--- src/rtl/uart_tx_arbiter.sv ---
// Round-robin arbiter sharing one UART transmitter between NUM_REQ byte sources.
// Captures the winner's word, drives tx_rqst/tx_data, tracks tx_busy, then waits an optional gap.
module uart_tx_arbiter #(
  parameter int unsigned NUM_REQ       = 4,
  parameter int unsigned WORD_LENGTH   = 8,
  parameter int unsigned START_TIMEOUT = 16,
  parameter int unsigned GAP_CYCLES    = 0
) (
  input  logic                               clk,
  input  logic                               rstb,
  input  logic [NUM_REQ-1:0]                 req,
  input  logic [NUM_REQ*WORD_LENGTH-1:0]     req_data,
  output logic [NUM_REQ-1:0]                 ack,
  output logic                               tx_rqst,
  output logic [WORD_LENGTH-1:0]             tx_data,
  input  logic                               tx_busy,
  output logic [$clog2(NUM_REQ)-1:0]         active_id,
  output logic                               arb_busy,
  output logic                               timeout_err
);

  localparam int unsigned ID_W     = $clog2(NUM_REQ);
  localparam int unsigned TMR_MAX  = (START_TIMEOUT > GAP_CYCLES) ? START_TIMEOUT : GAP_CYCLES;
  localparam int unsigned TMR_W    = $clog2(TMR_MAX + 1);
  localparam int unsigned TO_LAST  = START_TIMEOUT - 1;
  localparam int unsigned GAP_LAST = (GAP_CYCLES > 0) ? GAP_CYCLES - 1 : 0;

  typedef enum logic [1:0] {IDLE, ISSUE, WAIT_DONE, GAP} state_t;

  state_t                 state_q, state_d;
  logic [TMR_W-1:0]       timer_q, timer_d;
  logic [ID_W-1:0]        last_q, last_d;
  logic [NUM_REQ-1:0]     ack_d;
  logic                   tx_rqst_d;
  logic [WORD_LENGTH-1:0] tx_data_d;
  logic [ID_W-1:0]        active_id_d;
  logic                   timeout_err_d;

  logic                   grant_valid;
  logic [ID_W-1:0]        grant_id;
  logic [WORD_LENGTH-1:0] words [NUM_REQ];

  // Unpack the flat data bus into per-requester words
  always_comb begin
    for (int unsigned i = 0; i < NUM_REQ; i++) begin
      words[i] = req_data[i*WORD_LENGTH +: WORD_LENGTH];
    end
  end

  // Round-robin scan starting just after the last winner, with wrap
  always_comb begin
    int unsigned idx;
    idx         = 0;
    grant_valid = 1'b0;
    grant_id    = '0;
    for (int unsigned i = 1; i <= NUM_REQ; i++) begin
      idx = (32'(last_q) + i) % NUM_REQ;
      if (!grant_valid && req[ID_W'(idx)]) begin
        grant_valid = 1'b1;
        grant_id    = ID_W'(idx);
      end
    end
  end

  // State and output registers
  always_ff @(posedge clk or negedge rstb) begin
    if (!rstb) begin
      state_q     <= IDLE;
      timer_q     <= '0;
      last_q      <= ID_W'(NUM_REQ - 1);
      ack         <= '0;
      tx_rqst     <= 1'b0;
      tx_data     <= '0;
      active_id   <= '0;
      arb_busy    <= 1'b0;
      timeout_err <= 1'b0;
    end else begin
      state_q     <= state_d;
      timer_q     <= timer_d;
      last_q      <= last_d;
      ack         <= ack_d;
      tx_rqst     <= tx_rqst_d;
      tx_data     <= tx_data_d;
      active_id   <= active_id_d;
      arb_busy    <= (state_d != IDLE);
      timeout_err <= timeout_err_d;
    end
  end

  // Next-state logic
  always_comb begin
    state_d = state_q;
    case (state_q)
      IDLE: begin
        if (grant_valid) state_d = ISSUE;
      end
      ISSUE: begin
        if (tx_busy) state_d = WAIT_DONE;
        else if (timer_q == TMR_W'(TO_LAST)) state_d = IDLE;
      end
      WAIT_DONE: begin
        if (!tx_busy) state_d = (GAP_CYCLES > 0) ? GAP : IDLE;
      end
      GAP: begin
        if (timer_q == TMR_W'(GAP_LAST)) state_d = IDLE;
      end
      default: state_d = IDLE;
    endcase
  end

  // Next values of the registered outputs; timer restarts on every state change
  always_comb begin
    ack_d         = '0;
    tx_rqst_d     = 1'b0;
    tx_data_d     = tx_data;
    active_id_d   = active_id;
    last_d        = last_q;
    timeout_err_d = 1'b0;
    timer_d       = '0;
    if (state_d == state_q && (state_q == ISSUE || state_q == GAP)) begin
      timer_d = timer_q + TMR_W'(1);
    end
    case (state_q)
      IDLE: begin
        if (grant_valid) begin
          tx_data_d   = words[grant_id];
          active_id_d = grant_id;
          last_d      = grant_id;
          tx_rqst_d   = 1'b1;
          ack_d       = NUM_REQ'(1) << grant_id;
        end
      end
      ISSUE: begin
        tx_rqst_d     = (state_d == ISSUE);
        timeout_err_d = (state_d == IDLE);
      end
      default: ;
    endcase
  end

endmodule

--- config.mk ---
export PLATFORM = sky130hd
export DESIGN_NAME = uart_tx_arbiter
export DESIGN_NICKNAME = d
export VERILOG_FILES = /design/src/rtl/uart_tx_arbiter.sv
export SDC_FILE = /design/constraint.sdc
export NUM_CORES = 1
export LEC_CHECK = 0
export CAP_MARGIN = 10
export CORE_MARGIN = 4
export CORE_UTILIZATION = 60
export CTS_BUF_LIST = sky130_fd_sc_hd__clkbuf_4
export DETAILED_ROUTE_END_ITERATION = 8
export DONT_BUFFER_PORTS = 1
export GPL_TIMING_DRIVEN = 1
export PLACE_DENSITY = 0.84
export SYNTH_ARGS = -nofsm -noshare
export SYNTH_HDL_FRONTEND = slang
export SYNTH_SLANG_ARGS = --single-unit
--- constraint.sdc ---
create_clock -name clk -period 2.4 [get_ports clk]
set_clock_uncertainty 0.05 [all_clocks]
set_input_delay 0.24 -clock clk [delete_from_list [all_inputs] [get_ports clk]]
set_output_delay 0.24 -clock clk [all_outputs]
set_load 0.02 [all_outputs]
==> run metrics <==
Hold Vio Cnt, Final 1; first-pass GRT wire length 5.099 mm; Critical-path top delay cell dfstp_2; H-tree Lvls 1; vias in the first global route approximately 1100; critical setup path kind register to register; syn_area_per_cell 10.28 um2; CP endpoint kind register; Initial DRC Count 23; fraction of layout cells with a size suffix above 1 ~16%; most frequent cells in the layout 24 x dfrtp_1, 18 x nand2_1, 17 x nand3_1; Int Pwr 1.029 mW; pwr/cell area 1212 mW/mm2; Crit Path Max Fanout 9; # setup viols final 0; setup_tns 0 ns; Req. time, crit path 2.59 ns; synth warn 0; final-layout fill cell count 177; I/O Buffers 0; CP Launch Type register; Via density about 6.3; CTS clock-pin slew for the worst setup and hold paths 0.14 ns; relative slew slack 70.39%; Peak supply drop 0.0006965 V; DRT antenna net count 0; die area 0.003386 mm2; Logic pwr share 40.6%; Post-Syn Instances 147; Worst-Skew Late Latency 0.32 ns; post-CTS sizing 0; Die Y approximately 58 um; Seq/Total Area, Yosys 43.21%; multi-input logic area 767.0 um2; Slew Viols, Final 0; I/O pin count 56; count of flip-flops with a built-in enable after synthesis 0; CP Cell Sequence nor2b_1 -> o32a_1 -> nand3_1 -> mux2_1 -> o211ai_1; #FFs+latches synth 26; HP Class input pin to register; Max-Cap Viols 0; Leak 0.6934 nW; grt ovf 0; asr flop ratio synth 100.0%; Post-CTS Setup Repair Bufs 0; 1st-pass router iterations 4; Clk pwr share between 10 and 15%; Psw 852.9 uW; RD Place Congestion between 0.7 and 0.8; Hold Slack -0.005744 ns; Tcrit/Tclk final 81.66%; fin crit period slightly below 2 ns; crit path DAT 2.15 ns; DR vias 1102; GRT Util Overall 19.65%; Root Buffer clkbuf_4; hpwl dp 2.450 mm; violated checks negative hold slack; core outline area 0.002297 mm2; commonest non-fill, non-tap cell in the layout dfrtp_1; sequential share of power 48.5%; pin count of the biggest net entering global routing 27; Syn Nets 189; CTS tree yes; initial antenna violation count 0; fin util approximately 68%; Max Freq a little over 500 MHz; Sw Ratio 45.32%; wire per inst 17.74 um; Finished Layout Cells roughly 180; PnR Total Power 1.882 mW; WL final 3.123 mm; most used flip-flop cell after synthesis dfrtp_1; Synth cell types 40; Nets 191; Initial Util around two thirds; Horiz. Die Dim 58.19 um; TritonCTS sink count 26; n_diodes 0; total area of sequential cells 653.1 um2; Layout area overhead 2.732%; Worst Tran Pin Value 0.4380 ns; RSZ-0062 raised after global routing no; CTS buffer count 3; synthesized area 0.001511 mm2; critical path's top delay family flip-flops; detailed-route DRC error count 0; Buf/Inv on CP 0; slowest cell delay on critical path 0.60 ns; FP Rows 17; outcome finished, violations left; Placed Cells 170; Clock Path Buffers 2; hold buffer count at CTS 2
-- stage by stage --
step           setup WS (ns)  area (um2)
2_1_floorplan         0.5914        1511
3_3_place_gp          0.5592        1493
3_5_place_dp          0.4723        1493
4_1_cts               0.4491        1553
5_1_grt               0.3207        1553
6_report              0.4402        1553
-- worst register-to-register path: cells and delay by family (launching register included) --
| family | cells | cell delay (ns) |
|---|---|---|
| AO/OA/AOI/OAI | 2 | 0.52 |
| flip-flops | 1 | 0.60 |
| multiplexers | 1 | 0.30 |
| AND/OR/NAND/NOR | 2 | 0.40 |
-- synth_stat cells (4+ instances only) --
| cell | instances | area share (%) |
|---|---|---|
| o211ai_2 | 5 | 4.1 |
| inv_1 | 6 | 1.5 |
| nor2b_1 | 4 | 1.7 |
| mux2i_1 | 10 | 6.6 |
| nand3_1 | 17 | 5.6 |
| nand2_1 | 18 | 4.5 |
| dfrtp_1 | 24 | 40 |
| o211ai_1 | 4 | 2.0 |
| nor2_1 | 11 | 2.7 |
-- metal layers --
metal  global-route usage, %  share of wire, %  up-vias
li1                        -                 -      522
met1                   22.03                37      531
met2                   34.03                52       45
met3                   7.127                10        4
met4                   7.285               1.1        0
met5                       0                 0        -
-- state kept, by name (all words and copies together) (netlist names) --
name and count:
arb_busy 1, state_q 2, timer_q 5, tx_data 8, last_q 2, active_id 2
ack 4, timeout_err 1, tx_rqst 1
-- final timing paths --
kind / startpoint / to / slack, ns / cells past startpoint
max: last_q[0]$_DFFE_PN1P_ / tx_data[3]$_DFFE_PN0P_ / 0.44 / 5
min: tx_busy / state_q[1]$_DFF_PN0_ / -0.006 / 2
max reg2reg: last_q[0]$_DFFE_PN1P_ / tx_data[3]$_DFFE_PN0P_ / 0.44 / 5
min reg2reg: timer_q[0]$_DFF_PN0_ / timer_q[0]$_DFF_PN0_ / 0.46 / 1
max in group asynchronous: rstb / last_q[1]$_DFFE_PN1P_ / 1.80 / 2
min in group asynchronous: rstb / ack[3]$_DFF_PN0_ / 0.28 / 2
-- power by group through the flow --
stage	clock network, mW	logic [mW]	registers, mW
final	0.205	0.765	0.912
after global routing	0.216	0.862	0.939
after CTS	0.204	0.775	0.918
after detailed placement	0	0.764	0.924
after global placement	0	0.717	0.915
after floorplan	0	0.736	0.864
-- layout make-up --
cell class / count / share of cell area (%)
clock buffer: 4 / 1.934
inverter: 6 / 1.450
multi-input combinational: 108 / 49.40
sequential: 26 / 42.06
tap: 28 / 2.256
timing repair buffer: 4 / 2.901
-- kinds of logic (layout without fill, tap and decap cells) --
kind of cell | after synthesis | in the layout | synth area share, %
muxes | 18 | 18 | 13.08
adders and majority gates | 3 | 3 | 2.484
DFF | 26 | 26 | 43.21
xor gates and xnor gates | 2 | 2 | 1.159
buffers and inverters | 13 | 14 | 6.042
and+or+nand+nor | 62 | 62 | 20.28
AOI/OAI and AO/OA | 23 | 23 | 13.74
Power figures use the tool's default switching activity.
